<file path="src/rtl/lsu_agu_pipe_if.sv">
`default_nettype none
// ============================================================================
// Module      : lsu_agu_pipe_if
// Description : Request and beat handshake bundle for the load/store AGU.
// Revision    : 1.0 - initial release
// ============================================================================
interface lsu_agu_pipe_if #(
    parameter int SRC_W     = 32,
    parameter int ADDR_W    = 12,
    parameter int SV_W      = 2,
    parameter int MAX_BURST = 8
);
    localparam int c_bl_w = $clog2(MAX_BURST) + 1;

    logic              in_valid;
    logic              in_ready;
    logic [5:0]        opcode;
    logic [7:0]        sub_opcode_8bit;
    logic [SRC_W-1:0]  src1;
    logic [SRC_W-1:0]  src2;
    logic [SV_W-1:0]   sv;
    logic [c_bl_w-1:0] burst_len;
    logic              out_valid;
    logic              out_ready;
    logic [ADDR_W-1:0] addr;
    logic              is_store;
    logic              last;
    logic              misalign;

    modport master (
        output in_valid, opcode, sub_opcode_8bit, src1, src2, sv, burst_len, out_ready,
        input  in_ready, out_valid, addr, is_store, last, misalign
    );

    modport slave (
        input  in_valid, opcode, sub_opcode_8bit, src1, src2, sv, burst_len, out_ready,
        output in_ready, out_valid, addr, is_store, last, misalign
    );
endinterface
`default_nettype wire

</file>
<file path="src/rtl/lsu_agu_pipe.sv">
`default_nettype none
// ============================================================================
// Module      : lsu_agu_pipe
// Description : Registered load/store address generator with LMW burst
//               sequencer. Define LSU_AGU_MISALIGN_CHK_EN for misalign flag.
// Revision    : 1.0 - initial release
// ============================================================================
module lsu_agu_pipe #(
    parameter int SRC_W     = 32,
    parameter int ADDR_W    = 12,
    parameter int SV_W      = 2,
    parameter int MAX_BURST = 8
) (
    input  wire logic      clk,
    input  wire logic      reset,
    lsu_agu_pipe_if.slave  bus
);
    localparam int         c_cnt_w   = $clog2(MAX_BURST) + 1;
    localparam int         c_ext_w   = (SRC_W > ADDR_W) ? SRC_W : ADDR_W;
    localparam logic [5:0] c_op_lwi  = 6'b000010;
    localparam logic [5:0] c_op_swi  = 6'b001010;
    localparam logic [5:0] c_op_ls   = 6'b011100;
    localparam logic [7:0] c_sub_lw  = 8'h02;
    localparam logic [7:0] c_sub_sw  = 8'h0A;
    localparam logic [7:0] c_sub_lmw = 8'h22;

    typedef enum logic [0:0] {
        ST_IDLE  = 1'b0,
        ST_BURST = 1'b1
    } state_t;

    state_t              r_state, w_state_nx;
    logic [c_cnt_w-1:0]  r_cnt, w_cnt_nx;
    logic [c_cnt_w-1:0]  r_len, w_len_nx;
    logic [ADDR_W-1:0]   r_base, w_base_nx;
    logic                r_out_valid, w_valid_nx;
    logic [ADDR_W-1:0]   r_addr, w_addr_nx;
    logic                r_is_store, w_store_nx;
    logic                r_last, w_last_nx;

    logic                w_in_ready, w_accept, w_out_fire;
    logic                w_is_lwi, w_is_swi, w_is_lw, w_is_sw, w_is_lmw;
    logic [ADDR_W-1:0]   w_base, w_shl_2, w_shr_2, w_shl_sv, w_shr_sv;
    logic [ADDR_W-1:0]   w_req_addr, w_beat_addr;
    logic [c_cnt_w-1:0]  w_len;

    assign w_out_fire = r_out_valid && bus.out_ready;
    assign w_in_ready = (r_state == ST_IDLE) && (!r_out_valid || bus.out_ready);
    assign w_accept   = bus.in_valid && w_in_ready;

    assign w_is_lwi = (bus.opcode == c_op_lwi);
    assign w_is_swi = (bus.opcode == c_op_swi);
    assign w_is_lw  = (bus.opcode == c_op_ls) && (bus.sub_opcode_8bit == c_sub_lw);
    assign w_is_sw  = (bus.opcode == c_op_ls) && (bus.sub_opcode_8bit == c_sub_sw);
    assign w_is_lmw = (bus.opcode == c_op_ls) && (bus.sub_opcode_8bit == c_sub_lmw);

    // Index is widened before shifting so left shifts lose nothing below bit ADDR_W.
    assign w_base   = ADDR_W'(bus.src1);
    assign w_shl_2  = ADDR_W'(c_ext_w'(bus.src2) << 2);
    assign w_shr_2  = ADDR_W'(c_ext_w'(bus.src2) >> 2);
    assign w_shl_sv = ADDR_W'(c_ext_w'(bus.src2) << bus.sv);
    assign w_shr_sv = ADDR_W'(c_ext_w'(bus.src2) >> bus.sv);

    always_comb begin
        w_req_addr = w_base;
        if (w_is_lwi)     w_req_addr = w_base + w_shl_2;
        else if (w_is_swi) w_req_addr = w_base + w_shr_2;
        else if (w_is_lw)  w_req_addr = w_base + w_shl_sv;
        else if (w_is_sw)  w_req_addr = w_base + w_shr_sv;
    end

    always_comb begin
        if (bus.burst_len == '0)
            w_len = c_cnt_w'(1);
        else if (bus.burst_len > c_cnt_w'(MAX_BURST))
            w_len = c_cnt_w'(MAX_BURST);
        else
            w_len = bus.burst_len;
    end

    assign w_beat_addr = r_base + ADDR_W'({r_cnt, 2'b00});

    always_comb begin
        w_state_nx = r_state;
        w_cnt_nx   = r_cnt;
        w_len_nx   = r_len;
        w_base_nx  = r_base;
        w_valid_nx = r_out_valid && !bus.out_ready;
        w_addr_nx  = r_addr;
        w_store_nx = r_is_store;
        w_last_nx  = r_last;
        case (r_state)
            ST_IDLE: begin
                if (w_accept) begin
                    if (w_is_lmw) begin
                        w_valid_nx = 1'b1;
                        w_addr_nx  = w_base;
                        w_store_nx = 1'b0;
                        w_last_nx  = (w_len == c_cnt_w'(1));
                        if (w_len != c_cnt_w'(1)) begin
                            w_state_nx = ST_BURST;
                            w_cnt_nx   = c_cnt_w'(1);
                            w_len_nx   = w_len;
                            w_base_nx  = w_base;
                        end
                    end else if (w_is_lwi || w_is_swi || w_is_lw || w_is_sw) begin
                        w_valid_nx = 1'b1;
                        w_addr_nx  = w_req_addr;
                        w_store_nx = w_is_swi || w_is_sw;
                        w_last_nx  = 1'b1;
                    end
                end
            end
            ST_BURST: begin
                if (w_out_fire) begin
                    if (r_last) begin
                        w_state_nx = ST_IDLE;
                        w_cnt_nx   = '0;
                    end else begin
                        w_valid_nx = 1'b1;
                        w_addr_nx  = w_beat_addr;
                        w_store_nx = 1'b0;
                        w_last_nx  = (r_cnt == r_len - c_cnt_w'(1));
                        w_cnt_nx   = r_cnt + c_cnt_w'(1);
                    end
                end
            end
            default: w_state_nx = ST_IDLE;
        endcase
    end

    always_ff @(posedge clk) begin
        if (reset) begin
            r_state     <= ST_IDLE;
            r_cnt       <= '0;
            r_len       <= '0;
            r_base      <= '0;
            r_out_valid <= 1'b0;
            r_addr      <= '0;
            r_is_store  <= 1'b0;
            r_last      <= 1'b0;
        end else begin
            r_state     <= w_state_nx;
            r_cnt       <= w_cnt_nx;
            r_len       <= w_len_nx;
            r_base      <= w_base_nx;
            r_out_valid <= w_valid_nx;
            r_addr      <= w_addr_nx;
            r_is_store  <= w_store_nx;
            r_last      <= w_last_nx;
        end
    end

`ifdef LSU_AGU_MISALIGN_CHK_EN
    logic r_misalign;
    always_ff @(posedge clk) begin
        if (reset) r_misalign <= 1'b0;
        else       r_misalign <= |w_addr_nx[1:0];
    end
    assign bus.misalign = r_misalign;
`else
    assign bus.misalign = 1'b0;
`endif

    assign bus.in_ready  = w_in_ready;
    assign bus.out_valid = r_out_valid;
    assign bus.addr      = r_addr;
    assign bus.is_store  = r_is_store;
    assign bus.last      = r_last;
endmodule
`default_nettype wire

</file>
<file path="src/flat_wrapper.sv">
// flat-port wrapper written by rule: the top's interface ports become plain ports
module lsu_agu_pipe_flat 
#(
    parameter int SRC_W     = 32,
    parameter int ADDR_W    = 12,
    parameter int SV_W      = 2,
    parameter int MAX_BURST = 8
)
  (clk, reset, bus_in_valid, bus_opcode, bus_sub_opcode_8bit, bus_src1, bus_src2, bus_sv, bus_burst_len, bus_out_ready, bus_in_ready, bus_out_valid, bus_addr, bus_is_store, bus_last, bus_misalign);
  lsu_agu_pipe_if #(.SRC_W(SRC_W), .ADDR_W(ADDR_W), .SV_W(SV_W), .MAX_BURST(MAX_BURST)) bus_i ();
  input  wire logic clk;
  input  wire logic reset;
  input wire logic [$bits(bus_i.in_valid)-1:0] bus_in_valid;
  input wire logic [$bits(bus_i.opcode)-1:0] bus_opcode;
  input wire logic [$bits(bus_i.sub_opcode_8bit)-1:0] bus_sub_opcode_8bit;
  input wire logic [$bits(bus_i.src1)-1:0] bus_src1;
  input wire logic [$bits(bus_i.src2)-1:0] bus_src2;
  input wire logic [$bits(bus_i.sv)-1:0] bus_sv;
  input wire logic [$bits(bus_i.burst_len)-1:0] bus_burst_len;
  input wire logic [$bits(bus_i.out_ready)-1:0] bus_out_ready;
  output wire logic [$bits(bus_i.in_ready)-1:0] bus_in_ready;
  output wire logic [$bits(bus_i.out_valid)-1:0] bus_out_valid;
  output wire logic [$bits(bus_i.addr)-1:0] bus_addr;
  output wire logic [$bits(bus_i.is_store)-1:0] bus_is_store;
  output wire logic [$bits(bus_i.last)-1:0] bus_last;
  output wire logic [$bits(bus_i.misalign)-1:0] bus_misalign;
  assign bus_i.in_valid = bus_in_valid;
  assign bus_i.opcode = bus_opcode;
  assign bus_i.sub_opcode_8bit = bus_sub_opcode_8bit;
  assign bus_i.src1 = bus_src1;
  assign bus_i.src2 = bus_src2;
  assign bus_i.sv = bus_sv;
  assign bus_i.burst_len = bus_burst_len;
  assign bus_i.out_ready = bus_out_ready;
  assign bus_in_ready = bus_i.in_ready;
  assign bus_out_valid = bus_i.out_valid;
  assign bus_addr = bus_i.addr;
  assign bus_is_store = bus_i.is_store;
  assign bus_last = bus_i.last;
  assign bus_misalign = bus_i.misalign;
  lsu_agu_pipe #(.SRC_W(SRC_W), .ADDR_W(ADDR_W), .SV_W(SV_W), .MAX_BURST(MAX_BURST)) u_core (.clk(clk), .reset(reset), .bus(bus_i));
endmodule
</file>
<file path="config.mk">
export PLATFORM = sky130hd
export DESIGN_NAME = lsu_agu_pipe_flat
export DESIGN_NICKNAME = d
export VERILOG_FILES = /design/src/rtl/lsu_agu_pipe_if.sv /design/src/rtl/lsu_agu_pipe.sv /design/src/flat_wrapper.sv
export SDC_FILE = /design/constraint.sdc
export NUM_CORES = 1
export LEC_CHECK = 0
export CORE_ASPECT_RATIO = 1.2
export CORE_MARGIN = 10
export CORE_UTILIZATION = 35
export CTS_CLUSTER_DIAMETER = 50
export DETAILED_ROUTE_END_ITERATION = 10
export HOLD_SLACK_MARGIN = 0.1
export PLACE_DENSITY = 0.59
export REMOVE_ABC_BUFFERS = 1
export SYNTH_ARGS = -nofsm -noshare
export SYNTH_HDL_FRONTEND = slang
export SYNTH_SLANG_ARGS = --single-unit
</file>
<file path="constraint.sdc">
create_clock -name clk -period 10.8 [get_ports clk]
set_input_delay 1.62 -clock clk [delete_from_list [all_inputs] [get_ports clk]]
set_output_delay 1.62 -clock clk [all_outputs]
set_load 0.05 [all_outputs]
</file>
==> impl_metrics.py, run 1 <==
metrics = {
    "status": {
        "status": "completed",
    },
    "floorplan": {
        "fp.dieArea_mm2": 0.01857,
        "initial_core_util_pct": 35.71,
        "die_x_um": 126.1,
        "dieHeight_um": 147.3,
        "num_rows": 46,
        "ioPinCount": 105,
        "core_mm2": 0.01324,
    },
    "synthesis": {
        "synth-edff-count": 0,
        "syn-cell-area_mm2": 0.004727,
        "yosys.area.top_type": "dfxtp_1",
        "synth-compound-area-share_pct": 26.36,
        "ys_ff_latch": 36,
        "avgSynthCellArea_um2": 7.661,
        "synth-simple-area-share_pct": 21.52,
        "synth.yosys.seq_area_share_pct": 15.25,
        "async_reset_ff_share_pct": 0,
        "synthTopCellsByArea": "dfxtp_1 15%, ha_1 13%, a21oi_1 7.2%",
        "yosysUniqueCellTypes": 69,
        "synth_fa_ha_area_share_pct": 14.82,
        "syn_inst": 617,
        "yosysMostFrequentCell": "a21oi_1",
        "synth_top_area_share_pct": 15.25,
        "synthTopCellsByCount": "68 x a21oi_1, 61 x nor2_1, 60 x nand2_1",
        "synth_xor_area_share_pct": 7.967,
        "synth-main-ff-cell": "dfxtp_1",
        "yosys_warnings": 0,
        "synth.area.mux_share_pct": 9.529,
        "synth_top_family_by_area": "compound AO/OA/AOI/OAI gates",
    },
    "min_path": {
        "min_path_cells": 2,
        "hp-start": "u_core.r_base[2]",
        "whs_endpoint": "u_core.r_base[2]",
        "hold_path.class": "flip-flop to flip-flop",
    },
    "clocking": {
        "numClockSinks": 36,
        "cts_max_level": 2,
        "cts_resized": 0,
        "cts-root-buf": "clkbuf_16",
        "cts_tree": "yes",
        "cts_hold_buffers": 0,
        "clock_latency_ns": 0.29,
        "cts_buffers": 5,
        "cts_setup_buffers": 0,
        "clockBufferDepth": 2,
        "path_clk_slew_ns": 0.06,
    },
    "setup_path": {
        "crit_family": "compound AO/OA/AOI/OAI gates",
        "crit_chain": "clkdlybuf4s50_1 -> buf_4 -> mux4_2 -> ha_1 -> inv_1 -> fa_1 -> nor2b_4 -> o31ai_2 -> a21oi_1 -> o21a_1 -> o21a_1 -> o21a_1 -> or4_1 -> a211oi_2",
        "endpoint_kind": "flip-flop",
        "critPathMaxStageDelay_ns": 0.58,
        "crit_type": "primary input to flip-flop",
        "cpMostUsedCell": "o21a_1",
        "path_buf_inv": 3,
        "cp_slowest_cell": "or4_1",
        "r2r_cells": 11,
        "cp.required_ns": 11.00,
        "reg2reg_setup_slack_ns": 8.10,
        "crit_arrival_ns": 5.33,
        "r2r-end": "u_core.bus.addr[10]",
        "cp-start-kind": "primary input",
        "crit_fanout": 28,
        "r2r_start": "u_core.r_cnt[0]",
    },
    "timing": {
        "period_share_pct": 47.48,
        "hold_violations": 0,
        "finalSetupTns_ns": 0,
        "maxSlewViolCount": 0,
        "min_period_ns": 5.128,
        "setup_viol_count_final": 0,
        "timing.max_slew.rel_slack_pct": 47.76,
        "tightest_slew_ns": 0.7811,
        "grt_setup_unrepaired": "false",
        "timing.fmax_mhz": 195.0,
        "finClkSkew_ns": 0.006306,
        "setup_slack_ns": 5.672,
    },
    "final_layout": {
        "n_antenna_cell": 0,
        "fin_nets": 811,
        "syn_to_final_growth_pct": 20.22,
        "fillers": 1363,
        "drive_above_1_share_pct": 6.408,
    },
    "global_routing": {
        "grt_pass1_vias": 4682,
        "grt_pass1_wl_mm": 24.37,
        "grt.overflow.total": 0,
        "grt_usage_pct": 15.71,
        "grt_max_degree": 36,
        "antenna_found_initial": 0,
    },
    "place": {
        "gp_congestion": 0.8143,
        "preCtsSetupSlack_ns": 5.329,
        "port_buffers": 66,
        "dp_hpwl_mm": 12.04,
    },
    "drt": {
        "met2WireLength_mm": 7.883,
        "dr.pass1.iters": 5,
        "vias": 4800,
        "final_antenna_net_count": 0,
        "viasPerCell": 5.721,
        "drc": 0,
        "met1Wirelength_mm": 6.660,
        "met3RoutedLength_um": 648,
        "wl_mm": 15.32,
        "post_drt_wl_per_cell_um": 18.26,
        "initialDrtViolationCount": 314,
        "top_layer_used": "met4",
    },
    "pwr": {
        "powerDensity_mw_per_mm2": 85.73,
        "leakagePower_nw": 2.063,
        "p_total_uw": 487.2,
        "ir_drop_v": 0.0001023,
    },
    "run": {
        "cap_violations": 0,
    },
}
==> cell usage in the layout, fill, tap and decap left out, drive strengths merged, types with 19 or more instances in the layout <==
cell type | Yosys | final
o21ai | 43 | 43
inv | 27 | 27
nand2 | 60 | 60
nor2 | 62 | 62
nor3 | 25 | 25
dfxtp | 36 | 36
a21oi | 68 | 68
a211oi | 19 | 19
ha | 48 | 48
clkdlybuf4s50 | 0 | 66
xnor2 | 31 | 31
==> logic make-up (layout without fill, tap and decap cells) <==
kind of cell,count (synthesis),in the layout
and+or+nand+nor,210,210
buffers and inverters,53,107
muxes,26,26
adders and majority gates,53,53
other,1,1
AOI/OAI and AO/OA,195,195
DFF,36,36
xor gates and xnor gates,43,43
==> registers in the layout (all words and copies together) (netlist names) <==
| name | cells |
|---|---|
| u_core.r_len | 4 |
| u_core.bus.is_store | 1 |
| u_core.bus.addr | 12 |
| u_core.bus.last | 1 |
| u_core.r_cnt | 4 |
| u_core.bus.out_valid | 1 |
| u_core.r_state | 1 |
| u_core.r_base | 12 |
==> worst reg2reg max path, stage by stage, from the launching register on <==
cell	delay [ns]
dfxtp_1	0.48
ha_1	0.26
inv_1	0.07
fa_1	0.40
nor2b_1	0.13
o21ai_0	0.14
a21oi_1	0.22
xnor2_1	0.17
o21ai_1	0.08
a211o_1	0.33
a211oi_1	0.22
a211oi_1	0.08
==> worst max-delay path by stage <==
stage / startpoint / endpoint / depth (start not counted)
after floorplan: bus_sv[1] / u_core.bus.addr[8] / 12
after global placement: bus_sv[0] / u_core.bus.addr[11] / 15
after detailed placement: bus_sv[0] / u_core.bus.addr[9] / 16
after CTS: bus_sv[0] / u_core.bus.addr[11] / 16
after global routing: bus_sv[0] / u_core.bus.addr[9] / 16
final: bus_sv[1] / u_core.bus.addr[8] / 14
==> metrics by stage <==
stage	instance area (um2)	util [%]	hold WS (ns)	cells
6_report	5683	42.93	0.4558	839
5_1_grt	5683	42.93	0.4769	839
4_1_cts	5683	42.93	0.4559	839
3_5_place_dp	5533	41.80	0.4484	831
3_3_place_gp	5533	41.80	0.4417	831
2_1_floorplan	4617	-	0.4259	591
==> final cells by class <==
type,count,area [um2],area share (%)
clock buffer,7,142.6,2.510
clock inverter,1,7.507,0.1321
inverter,27,101.3,1.783
multi-input combinational,528,3795,66.78
sequential,36,720.7,12.68
tap,168,210.2,3.699
timing repair buffer,72,705.7,12.42
==> power breakdown <==
group          internal [mW]  switching [mW]  leakage (nW)
registers              0.134        0.000464         0.290
clock network         0.0919          0.0574        0.0701
logic                 0.0941           0.110          1.70
total                  0.320           0.168          2.06
==> routing by layer <==
layer  up-vias  GRT usage [%]
li1       2384              -
met1      2274          19.12
met2       134          28.95
met3         8          1.656
met4         0          2.965
met5         -              0
Note: power is estimated with default switching activity, not from simulation.
==> inputs of run 2 (changes only) <==
--- a/config.mk
+++ b/config.mk
@@ -11,7 +11,7 @@
 export CTS_CLUSTER_DIAMETER = 50
 export DETAILED_ROUTE_END_ITERATION = 10
 export HOLD_SLACK_MARGIN = 0.1
-export PLACE_DENSITY = 0.59
+export PLACE_DENSITY = 0.61
 export REMOVE_ABC_BUFFERS = 1
 export SYNTH_ARGS = -nofsm -noshare
 export SYNTH_HDL_FRONTEND = slang
==> constraint.sdc (replaced) <==
create_clock -name clk -period 4.7 [get_ports clk]
set_input_delay 0.705 -clock clk [delete_from_list [all_inputs] [get_ports clk]]
set_output_delay 0.705 -clock clk [all_outputs]
set_load 0.05 [all_outputs]
==> impl_metrics.py, run 2 (synthesis results as in run 1) <==
metrics = {
    "final_layout": {
        "mostFrequentLayoutCell": "a21oi_1",
        "fin_nets": 820,
        "drive_above_1_share_pct": 7.658,
        "final_cell_mix": "68 x a21oi_1, 66 x clkdlybuf4s50_1, 61 x nor2_1",
        "finalNonFillerCells": 847,
        "design_area_mm2": 0.005753,
        "syn_to_final_growth_pct": 21.70,
        "n_antenna_cell": 0,
        "fillers": 1362,
    },
    "global_routing": {
        "grt_pass1_wl_mm": 24.69,
        "grt_pass1_vias": 4930,
        "antenna_found_initial": 0,
        "grt_usage_pct": 15.70,
        "grt_max_degree": 36,
        "grt.overflow.total": 0,
    },
    "clocking": {
        "cts_buffers": 5,
        "cts_setup_buffers": 0,
        "clockBufferDepth": 2,
        "cts-root-buf": "clkbuf_16",
        "path_clk_slew_ns": 0.06,
        "numClockSinks": 36,
        "cts_hold_buffers": 0,
        "cts_max_level": 2,
        "cts_tree": "yes",
        "cts_resized": 0,
        "clock_latency_ns": 0.28,
    },
    "place": {
        "place_area_mm2": 0.005600,
        "dp_cells": 840,
        "port_buffers": 66,
        "preCtsSetupSlack_ns": 0.3028,
        "dp_hpwl_mm": 12.11,
        "gp_congestion": 0.8795,
    },
    "pwr": {
        "leakagePower_nw": 2.113,
        "p_total_mw": 1.125,
        "powerDensity_mw_per_mm2": 195.6,
        "ir_drop_v": 0.0002075,
    },
    "drt": {
        "dr.pass1.iters": 5,
        "initialDrtViolationCount": 340,
        "wl_mm": 15.12,
        "final_antenna_net_count": 0,
        "post_drt_wl_per_cell_um": 17.85,
        "drc": 0,
        "vias": 4829,
        "viasPerCell": 5.701,
    },
    "timing": {
        "finalSetupTns_ns": 0,
        "finClkSkew_ns": 0.006593,
        "timing.fmax_mhz": 242.9,
        "grt_setup_unrepaired": "false",
        "maxSlewViolCount": 0,
        "period_share_pct": 87.60,
        "timing.max_slew.rel_slack_pct": 50.55,
        "setup_slack_ns": 0.5826,
        "tightest_slew_ns": 0.7418,
        "min_period_ns": 4.117,
        "setup_viol_count_final": 0,
        "hold_violations": 0,
    },
    "floorplan": {
        "core_mm2": 0.01324,
        "num_rows": 46,
        "initial_core_util_pct": 35.71,
        "ioPinCount": 105,
        "dieHeight_um": 147.3,
        "die_x_um": 126.1,
        "fp.dieArea_mm2": 0.01857,
    },
    "setup_path": {
        "cp.required_ns": 4.89,
        "crit_arrival_ns": 4.31,
        "critPathMaxStageDelay_ns": 0.70,
        "crit_chain": "clkdlybuf4s50_1 -> nand2b_1 -> o21a_1 -> a21oi_1 -> inv_1 -> ha_1 -> a211oi_1 -> o21ai_1 -> a41oi_1 -> nor2b_1 -> xor2_1 -> a2111oi_0 -> o21ai_1 -> a211oi_1",
        "crit_fanout": 12,
        "endpoint_kind": "flip-flop",
        "cp-start-kind": "primary input",
        "cp_slowest_cell": "clkdlybuf4s50_1",
        "crit_type": "primary input to flip-flop",
    },
    "run": {
        "cap_violations": 0,
    },
    "status": {
        "status": "completed",
    },
    "min_path": {
        "hold_path.class": "flip-flop to flip-flop",
    },
}
==> run 2: cell count changes in the layout (fill, tap and decap cells not counted) <==
cell and change:
clkbuf_8 +1, clkinvlp_4 -1, buf_4 +9, clkbuf_1 -1
==> run 2: report_power, final <==
part	switching, mW	internal, mW	total, mW
Clock	0.125	0.222	0.347
Sequential	0.00108	0.307	0.308
Combinational	0.251	0.219	0.470
==> run 2: layer usage <==
layer | GRT usage (%) | up-vias | routed length (um)
met1 | 18.31 | 2276 | 6534
met5 | 0 | - | 0
li1 | - | 2399 | -
met3 | 2.412 | 15 | 672
met4 | 4.333 | 0 | 229
met2 | 28.74 | 139 | 7683
==> run 2: metrics by stage <==
stage | util, % | hold slack [ns]
4_1_cts | 43.46 | 0.4569
2_1_floorplan | - | 0.4259
6_report | 43.46 | 0.4520
3_5_place_dp | 42.31 | 0.4490
5_1_grt | 43.46 | 0.4794
3_3_place_gp | 42.31 | 0.4411
==> run 2: final timing paths <==
kind / startpoint / end / slack, ns / depth (start not counted)
worst max-delay path: bus_sv[0] / u_core.bus.addr[9] / 0.58 / 14
worst min-delay path: u_core.bus.addr[2] / u_core.bus.addr[2] / 0.45 / 2
worst max register to register: u_core.r_cnt[0] / u_core.bus.addr[10] / 1.94 / 11
worst min register to register: u_core.bus.addr[2] / u_core.bus.addr[2] / 0.45 / 2
==> run 2: area by class of cell <==
| type | instances | area (um2) | share of cell area [%] |
|---|---|---|---|
| well taps | 168 | 210.2 | 3.654 |
| flip-flops and latches | 36 | 720.7 | 12.53 |
| clock buffers | 7 | 152.6 | 2.653 |
| repair buffers | 81 | 773.2 | 13.44 |
| multi-input cells | 528 | 3795 | 65.96 |
| inverters | 27 | 101.3 | 1.762 |
==> run 2: worst max-delay path: cells and delay by family <==
| kind | cells | cell delay [ns] |
|---|---|---|
| xor+xnor | 1 | 0.09 |
| fa+ha+maj | 1 | 0.29 |
| simple gates | 2 | 0.33 |
| buf+inv | 2 | 0.77 |
| compound gates | 8 | 2.10 |
==> inputs of run 3 (changes only) <==
--- a/config.mk
+++ b/config.mk
@@ -7,11 +7,11 @@
 export LEC_CHECK = 0
 export CORE_ASPECT_RATIO = 1.2
 export CORE_MARGIN = 10
-export CORE_UTILIZATION = 35
+export CORE_UTILIZATION = 47
 export CTS_CLUSTER_DIAMETER = 50
 export DETAILED_ROUTE_END_ITERATION = 10
 export HOLD_SLACK_MARGIN = 0.1
-export PLACE_DENSITY = 0.61
+export PLACE_DENSITY = 0.78
 export REMOVE_ABC_BUFFERS = 1
 export SYNTH_ARGS = -nofsm -noshare
 export SYNTH_HDL_FRONTEND = slang
==> impl_metrics.py, run 3 (synthesis results as in run 1) <==
metrics = {
    "final_layout": {
        "syn_to_final_growth_pct": 20.43,
        "multi_input_area_mm2": 0.003795,
        "drive_above_1_share_pct": 7.386,
        "regArea_um2": 720.7,
        "fin_nets": 817,
        "fillers": 900,
        "final_cell_mix": "68 x a21oi_1, 66 x clkdlybuf4s50_1, 61 x nor2_1",
        "mostFrequentLayoutCell": "a21oi_1",
        "n_antenna_cell": 0,
        "finalNonFillerCells": 803,
    },
    "pwr": {
        "switching_power_uw": 380.0,
        "seq_power_share_pct": 26.7,
        "swShare_pct": 32.93,
        "ir_drop_v": 0.0002009,
        "combinationalPowerShare_pct": 40.4,
        "leakagePower_nw": 2.102,
        "clock_power_share_pct": 32.9,
        "powerDensity_mw_per_mm2": 202.7,
        "power.internal_uw": 774.0,
    },
    "global_routing": {
        "grt_pass1_vias": 4773,
        "grt_pass1_wl_mm": 22.96,
        "antenna_found_initial": 0,
        "grt_max_degree": 36,
        "grt.overflow.total": 0,
        "grt_usage_pct": 18.73,
    },
    "setup_path": {
        "critPathMaxStageDelay_ns": 0.67,
        "crit_arrival_ns": 4.27,
        "r2r-end": "u_core.bus.addr[10]",
        "crit_type": "primary input to flip-flop",
        "cp-start-kind": "primary input",
        "critPathLaunch": "bus_sv[0]",
        "cp_slowest_cell": "clkdlybuf4s50_1",
        "r2r_start": "u_core.r_cnt[0]",
        "crit_fanout": 11,
        "r2r_cells": 11,
        "critical_path.endpoint": "u_core.bus.addr[9]",
        "endpoint_kind": "flip-flop",
        "cp.required_ns": 4.90,
        "reg2reg_setup_slack_ns": 2.01,
        "crit_chain": "clkdlybuf4s50_1 -> buf_4 -> buf_4 -> mux4_2 -> ha_1 -> a21oi_1 -> nor2b_1 -> a41oi_1 -> nor2b_1 -> xor2_1 -> a2111oi_0 -> o21ai_1 -> a211oi_1",
    },
    "timing": {
        "timing.max_slew.rel_slack_pct": 51.38,
        "finClkSkew_ns": 0.004357,
        "timing.fmax_mhz": 246.0,
        "period_share_pct": 86.48,
        "grt_setup_unrepaired": "false",
        "min_period_ns": 4.065,
        "hold_violations": 0,
        "maxSlewViolCount": 0,
        "tightest_slew_ns": 0.7270,
        "setup_viol_count_final": 0,
        "finalSetupTns_ns": 0,
    },
    "drt": {
        "initialDrtViolationCount": 366,
        "viasPerCell": 6.183,
        "dr.pass1.iters": 5,
        "post_drt_wl_per_cell_um": 17.68,
        "final_antenna_net_count": 0,
        "wl_mm": 14.20,
        "vias": 4965,
        "drc": 0,
    },
    "clocking": {
        "cts_resized": 0,
        "clockBufferDepth": 2,
        "numClockSinks": 36,
        "cts_tree": "yes",
        "cts_hold_buffers": 0,
        "clock_latency_ns": 0.28,
        "cts_buffers": 5,
        "cts-root-buf": "clkbuf_16",
        "cts_setup_buffers": 0,
        "path_clk_slew_ns": 0.06,
        "cts_max_level": 2,
    },
    "place": {
        "port_buffers": 66,
        "gp_congestion": 0.9463,
        "dp_cells": 795,
        "dp_hpwl_mm": 11.38,
    },
    "floorplan": {
        "dieHeight_um": 129.9,
        "initial_core_util_pct": 47.70,
        "ioPinCount": 105,
        "fp.dieArea_mm2": 0.01449,
        "num_rows": 40,
        "die_x_um": 111.6,
        "core_mm2": 0.009910,
    },
    "status": {
        "status": "completed",
    },
    "min_path": {
        "hp-start": "u_core.bus.addr[0]",
        "hold_path.class": "flip-flop to flip-flop",
    },
    "run": {
        "cap_violations": 0,
    },
}
run 3: routing by layer:
| metal | share of wire [%] | GRT usage [%] | vias up |
|---|---|---|---|
| met5 | 0 | 0 | - |
| met4 | 2.9 | 8.176 | 0 |
| met3 | 5.7 | 2.617 | 34 |
| met2 | 51 | 34.59 | 202 |
| met1 | 41 | 21.01 | 2334 |
| li1 | - | - | 2395 |
run 3: final cells by class:
type | count | share of cell area (%)
repair buffers | 78 | 13.19
clock buffers | 5 | 2.198
well taps | 126 | 2.769
multi-input cells | 528 | 66.66
flip-flops and latches | 36 | 12.66
inverters | 27 | 1.780
clock inverters | 3 | 0.7473
run 3: critical path, delay by kind of cell:
kind | cells | cell delay [ns]
AO/OA/AOI/OAI | 5 | 1.16
XOR/XNOR | 1 | 0.08
adder cells (fa/ha/maj) | 1 | 0.36
buffers and inverters | 3 | 1.16
multiplexers | 1 | 0.52
AND/OR/NAND/NOR | 2 | 0.26
run 3: through the flow:
stage | utilization (%) | area [um2] | power (mW) | setup WS [ns] | hold WS (ns)
finish | 57.45 | 5693 | 1.154 | 0.6353 | 0.4583
global route | 57.45 | 5693 | 1.215 | 0.3594 | 0.4767
CTS | 57.45 | 5693 | 1.153 | 0.6180 | 0.4578
detailed placement | 55.76 | 5525 | 0.7731 | 0.3316 | 0.4492
global placement | 55.76 | 5525 | 0.7583 | 0.4575 | 0.4398
floorplan | - | 4617 | 0.6229 | 1.417 | 0.4259
run 3: how the worst min path moves through the flow:
stage | endpoint | slack [ns] | depth (start not counted)
after detailed placement | u_core.bus.addr[0] | 0.45 | 2
final | u_core.bus.addr[0] | 0.46 | 2
after global routing | u_core.r_base[0] | 0.48 | 2
after global placement | u_core.r_base[1] | 0.44 | 2
after CTS | u_core.bus.addr[0] | 0.46 | 2
after floorplan | u_core.r_base[0] | 0.43 | 2
run 3: power groups by stage:
stage / clock network [mW] / registers [mW] / logic (mW)
global route: 0.397 / 0.308 / 0.510
global placement: 0 / 0.315 / 0.444
detailed placement: 0 / 0.315 / 0.459
finish: 0.379 / 0.308 / 0.467
floorplan: 0 / 0.320 / 0.303
CTS: 0.384 / 0.308 / 0.461
